`src/rtl/seq_divider_pkg.sv`:
```
// rtl/seq_divider_pkg.sv - shared arithmetic types, width default and sign helpers
package seq_divider_pkg;

    localparam int DIV_W = 8;

    typedef enum logic [2:0] {
        IDLE = 3'd0,
        LOAD = 3'd1,
        ITER = 3'd2,
        FIX  = 3'd3,
        DONE = 3'd4
    } div_state_t;

    // Two's-complement negate when neg is set; callers truncate to their own width (<= 64).
    function automatic logic [63:0] cond_negate(input logic [63:0] x, input logic neg);
        return neg ? (~x + 64'd1) : x;
    endfunction

    function automatic logic [63:0] abs_val(input logic [63:0] x, input logic sign);
        return cond_negate(x, sign);
    endfunction

endpackage

```
`src/rtl/div_datapath.sv`:
```
// rtl/div_datapath.sv - restoring divider datapath: R/Q/D, subtractor, counter, sign fix
module div_datapath
    import seq_divider_pkg::*;
#(
    parameter int W = DIV_W
) (
    input  logic         clk,
    input  logic         rst_n,
    input  logic         load,
    input  logic         step,
    input  logic         fix,
    input  logic [W-1:0] dividend,
    input  logic [W-1:0] divisor,
    output logic         cnt_one,
    output logic         d_zero,
    output logic [W-1:0] quotient,
    output logic [W-1:0] remainder,
    output logic         div_by_zero
);

    localparam int CW = $clog2(W + 1);

    logic [W-1:0]  q_reg, d_reg, r_reg;
    logic [CW-1:0] cnt;
    logic          sq, sd;
    logic [W:0]    r_sh, t;

    // R < D always holds between steps, so W bits suffice for the stored remainder.
    always_comb begin
        r_sh = {r_reg, q_reg[W-1]};
        t    = r_sh - {1'b0, d_reg};
    end

    assign cnt_one = (cnt == CW'(1));
    assign d_zero  = (d_reg == '0);

    always_ff @(posedge clk or negedge rst_n) begin
        if (!rst_n) begin
            q_reg       <= '0;
            d_reg       <= '0;
            r_reg       <= '0;
            cnt         <= '0;
            sq          <= 1'b0;
            sd          <= 1'b0;
            quotient    <= '0;
            remainder   <= '0;
            div_by_zero <= 1'b0;
        end else if (load) begin
            sq    <= dividend[W-1];
            sd    <= dividend[W-1] ^ divisor[W-1];
            q_reg <= W'(abs_val(64'(dividend), dividend[W-1]));
            d_reg <= W'(abs_val(64'(divisor), divisor[W-1]));
            r_reg <= '0;
            cnt   <= CW'(W);
        end else if (step) begin
            if (!t[W]) begin
                r_reg <= t[W-1:0];
                q_reg <= {q_reg[W-2:0], 1'b1};
            end else begin
                r_reg <= r_sh[W-1:0];
                q_reg <= {q_reg[W-2:0], 1'b0};
            end
            cnt <= cnt - CW'(1);
        end else if (fix) begin
            // With D == 0 no step ran, so Q still holds |dividend| and re-signing recovers it.
            if (d_zero) begin
                quotient    <= '1;
                remainder   <= W'(cond_negate(64'(q_reg), sq));
                div_by_zero <= 1'b1;
            end else begin
                quotient    <= W'(cond_negate(64'(q_reg), sd));
                remainder   <= W'(cond_negate(64'(r_reg), sq));
                div_by_zero <= 1'b0;
            end
        end
    end

endmodule

```
`src/rtl/seq_divider.sv`:
```
// rtl/seq_divider.sv - sequential signed restoring divider, control FSM over div_datapath
module seq_divider
    import seq_divider_pkg::*;
#(
    parameter int W = DIV_W
) (
    input  logic         clk,
    input  logic         RST_n,
    input  logic         GO,
    input  logic [W-1:0] dividend,
    input  logic [W-1:0] divisor,
    output logic [W-1:0] quotient,
    output logic [W-1:0] remainder,
    output logic         div_by_zero,
    output logic         busy,
    output logic         done
);

    div_state_t state, state_next;
    logic       load, step, fix, cnt_one, d_zero;

    always_ff @(posedge clk or negedge RST_n) begin
        if (!RST_n) state <= IDLE;
        else        state <= state_next;
    end

    always_comb begin
        state_next = state;
        case (state)
            IDLE:    if (GO) state_next = LOAD;
            LOAD:    state_next = d_zero ? FIX : ITER;
            ITER:    if (cnt_one) state_next = FIX;
            FIX:     state_next = DONE;
            DONE:    state_next = IDLE;
            default: state_next = IDLE;
        endcase
    end

    assign load = (state == IDLE) && GO;
    assign step = (state == ITER);
    assign fix  = (state == FIX);
    assign busy = (state != IDLE);
    assign done = (state == DONE);

    div_datapath #(.W(W)) u_dp (
        .clk         (clk),
        .rst_n       (RST_n),
        .load        (load),
        .step        (step),
        .fix         (fix),
        .dividend    (dividend),
        .divisor     (divisor),
        .cnt_one     (cnt_one),
        .d_zero      (d_zero),
        .quotient    (quotient),
        .remainder   (remainder),
        .div_by_zero (div_by_zero)
    );

endmodule

```
`config.mk`:
```
export PLATFORM = sky130hd
export DESIGN_NAME = seq_divider
export DESIGN_NICKNAME = d
export VERILOG_FILES = /design/src/rtl/seq_divider_pkg.sv /design/src/rtl/div_datapath.sv /design/src/rtl/seq_divider.sv
export SDC_FILE = /design/constraint.sdc
export NUM_CORES = 1
export LEC_CHECK = 0
export ABC_AREA = 1
export CORE_UTILIZATION = 60
export DETAILED_ROUTE_END_ITERATION = 16
export PLACE_DENSITY = 0.9
export SLEW_MARGIN = 10
export SYNTH_ARGS = -nofsm -noshare
export SYNTH_HDL_FRONTEND = slang
export SYNTH_HIERARCHICAL = 1
export SYNTH_SLANG_ARGS = --single-unit
```
`constraint.sdc`:
```
create_clock -name clk -period 3.25 [get_ports clk]
set_input_delay 0.325 -clock clk [delete_from_list [all_inputs] [get_ports clk]]
set_output_delay 0.325 -clock clk [all_outputs]
set_load 0.01 [all_outputs]
```
==> metrics.md <==
| Metric | Value |
|---|---|
| Fmax | `0.4733 GHz` |
| Count leader, synth | `nand2_1` |
| Initial antenna violation count | `0` |
| Number of flops mapped to enable cells by yosys | `0` |
| Number of global-route vias before repair | `3224` |
| Layout cells sized above 1 | `5.784%` |
| R2R Path End | `u_dp/r_reg[1]` |
| Clock Latency Late Sink | `0.30 ns` |
| Power per cell area | `1076 nW/um^2` |
| Startpoint Class | `flip-flop` |
| First-pass GRT wire length | `14.30 mm` |
| Min cycle time layout | `2.113 ns` |
| MaxCap Viol Count | `0` |
| Max Root-Sink Buffers | `2` |
| Post-route setup TNS | `0 ns` |
| Total grt overflow | `0` |
| Pre-antenna DRT Iters | `6` |
| # diodes | `0` |
| Avg Inst Size Synth | `6.899 um^2` |
| Std cell rows | `27` |
| Placed cell count | `600` |
| GPL Wtd Cong | `0.8882` |
| Hold Crit Class | `in2async` |
| Tot GR Track Use | `29.69%` |
| # IOs | `38` |
| Post-CTS Resized | `0` |
| CP Data Arrival Time | `2.31 ns` |
| Die X | `77.83 um` |
| Max incr delay on CP | `0.41 ns` |
| Worst-path clk slew | `0.10 ns` |
| Count of buffer and inverter cells on the critical path | `2` |
| Post-CTS setup buffer count | `0` |
| Area contributors post-synth | `dfrtp_1 36%, nand2_1 17%, inv_1 7.3%, nand3_1 6.8%, ha_1 5.1%` |
| Layout fillers | `476` |
| Final net count | `569` |
| Synth warnings | `6` |
| Worst Setup End Kind | `flip-flop` |
| CP Max Fanout | `8` |
| Initial Utilization | `62.26%` |
| Tcrit/Tclk final | `65.02%` |
| Detail Route Antenna Nets | `0` |
| Chip height | `77.83 um` |
| RSZ-0062 raised after global routing | `no` |
| Final Skew | `0.009903 ns` |
| Worst r2r src | `u_dp/q_reg[7]` |
| Area of the core | `5540 um^2` |
| Peak VDD IR | `506.6 uV` |
| Post-synthesis sequential area ratio | `36.27%` |
| Residual DRC count | `0` |
| Final Power | `4.313 mW` |
| Cell breakdown of the critical path | `inv_1 -> ha_1 -> fa_1 -> inv_1 -> nand2_1 -> nand2_1 -> nand3_2 -> nand2_2 -> nand2_4 -> nand2_4 -> nand2_1 -> nand3_1 -> nand2_1` |
| Critical Path Start | `u_dp/q_reg[7]` |
| Cell mode on critical path | `nand2_1` |
| Vias per inst | `5.615` |
| Slew @ Worst Pin | `0.6882 ns` |
| Synth top area share | `36.27%` |
| Via count | `3414` |
| Synth top cells by count | `157 x nand2_1, 67 x inv_1, 50 x dfrtp_1, 47 x nand3_1, 45 x nor2_1` |
| CP max stage cell | `dfrtp_1` |
| P_leak | `2.062 nW` |
| Post-synth cell types | `38` |
| Sink Count | `50` |
| Syn nets | `534` |
| Die ar. | `6057 um^2` |
| Layout Cells excl Fill | `608` |
| Critical path's top delay family | `simple AND/OR/NAND/NOR gates` |
| First-iteration detailed-routing DRC count | `341` |
| Final wirelength | `8.141 mm` |
| CTS tree | `done` |
| Critical path class | `reg2reg` |
| Ys async rst share | `100.0%` |
| Cell taking the most area after synthesis | `dfrtp_1` |
| WL per Instance | `13.39 um` |
| Status | `completed` |
| Final setup violation count | `0` |
| Worst R2R Path Depth | `13` |
| H-tree Lvls | `2` |
| Clock root buffer | `clkbuf_8` |
| Post-Syn Instances | `500` |
| WP data required | `3.45 ns` |
| Synthesized area | `3450 um^2` |
| CTS buffer count | `5` |
| Final max-slew violation count | `0` |
| Layout area overhead | `16.18%` |
| Largest net degree at the start of global routing | `51` |
| Critical Path End | `u_dp/r_reg[1]` |
| Yosys reg bits | `50` |
| I/O Buffers | `37` |
| Dominant synthesized flop cell | `dfrtp_1` |
| Post-DP HPWL | `6.052 mm` |
| Max-slew headroom | `54.12%` |
| Hold Buf Count CTS | `0` |
| Hold Fails Final Rpt | `0` |
| Levels on crit path | `13` |
| FF-to-FF setup slack | `1.14 ns` |
[cell type report]
class | instances | area (um^2) | share of cell area [%]
repair buffers | 39 | 382.9 | 9.554
clock inverters | 3 | 68.82 | 1.717
flip-flops and latches | 50 | 1251 | 31.22
well taps | 72 | 90.09 | 2.248
clock buffers | 5 | 68.82 | 1.717
multi-input cells | 369 | 1883 | 46.99
inverters | 70 | 262.8 | 6.556
[worst min-delay path by stage]
stage	slack, ns	start	to	depth (start not counted)
2_1_floorplan	0.03	RST_n	state[0]	0
3_5_place_dp	0.47	u_dp/remainder[4]	u_dp/remainder[4]	2
4_1_cts	0.26	RST_n	u_dp/quotient[0]	1
6_report	0.03	RST_n	u_dp/div_by_zero	1
5_1_grt	0.1	RST_n	u_dp/quotient[0]	1
3_3_place_gp	0.46	u_dp/remainder[5]	u_dp/remainder[5]	2
[cells by family after synthesis]
kind of cell,share of synthesized area (%)
adder cells (fa/ha/maj),5.658
flip-flops,36.27
AND/OR/NAND/NOR,35.65
XOR/XNOR,4.063
buffers and inverters,9.140
AO/OA/AOI/OAI,9.213
[metal layers]
| metal | routed length, um | global-route usage, % |
|---|---|---|
| met5 | 0 | 0 |
| met4 | 153 | 10.57 |
| met3 | 550 | 4.000 |
| met2 | 3944 | 50.53 |
| met1 | 3494 | 38.54 |
[worst register-to-register path: stages, from the launching register on]
cell and delay (ns):
dfrtp_1 0.41, inv_1 0.11, ha_1 0.24, fa_1 0.41, inv_1 0.07, nand2_1 0.04
nand2_1 0.11, nand3_2 0.12, nand2_2 0.12, nand2_4 0.09, nand2_4 0.11, nand2_1 0.08
nand3_1 0.08, nand2_1 0.05
[power breakdown]
group	internal (mW)	switching (mW)	leakage, nW	total (mW)
Sequential	0.913	0.295	0.614	1.21
Clock	0.308	0.211	0.0683	0.520
Combinational	1.00	1.58	1.38	2.59
[stage by stage]
| stage | util, % | instance area, um^2 | setup slack, ns | hold WS (ns) |
|---|---|---|---|---|
| floorplan | - | 3450 | 1.399 | 0.02941 |
| global placement | 69.81 | 3867 | 1.161 | 0.4637 |
| detailed placement | 69.81 | 3867 | 1.106 | 0.4665 |
| CTS | 72.29 | 4005 | 1.170 | 0.2585 |
| global route | 72.34 | 4008 | 0.9542 | 0.09512 |
| finish | 72.34 | 4008 | 1.137 | 0.03089 |
[cells in the final DEF (no fill, tap or decap), drive strengths merged]
cell | synthesis | layout
or2 | 6 | 6
or3 | 1 | 1
a31oi | 5 | 5
nand4 | 7 | 7
xnor2 | 2 | 2
nor4 | 2 | 2
buf | 6 | 3
o221ai | 3 | 3
a21oi | 12 | 12
clkbuf | 5 | 5
o22ai | 1 | 1
fa | 1 | 1
nand2 | 162 | 162
nand3b | 2 | 2
xor2 | 14 | 14
clkdlybuf4s50 | 0 | 36
a21o | 1 | 1
a22oi | 1 | 1
bufinv | 0 | 2
clkinv | 0 | 1
nor3 | 2 | 2
nor2 | 51 | 51
o31ai | 1 | 1
ha | 14 | 14
nand3 | 49 | 49
dfrtp | 50 | 50
o21ai | 32 | 32
inv | 70 | 70
Power figures use the tool's default switching activity.
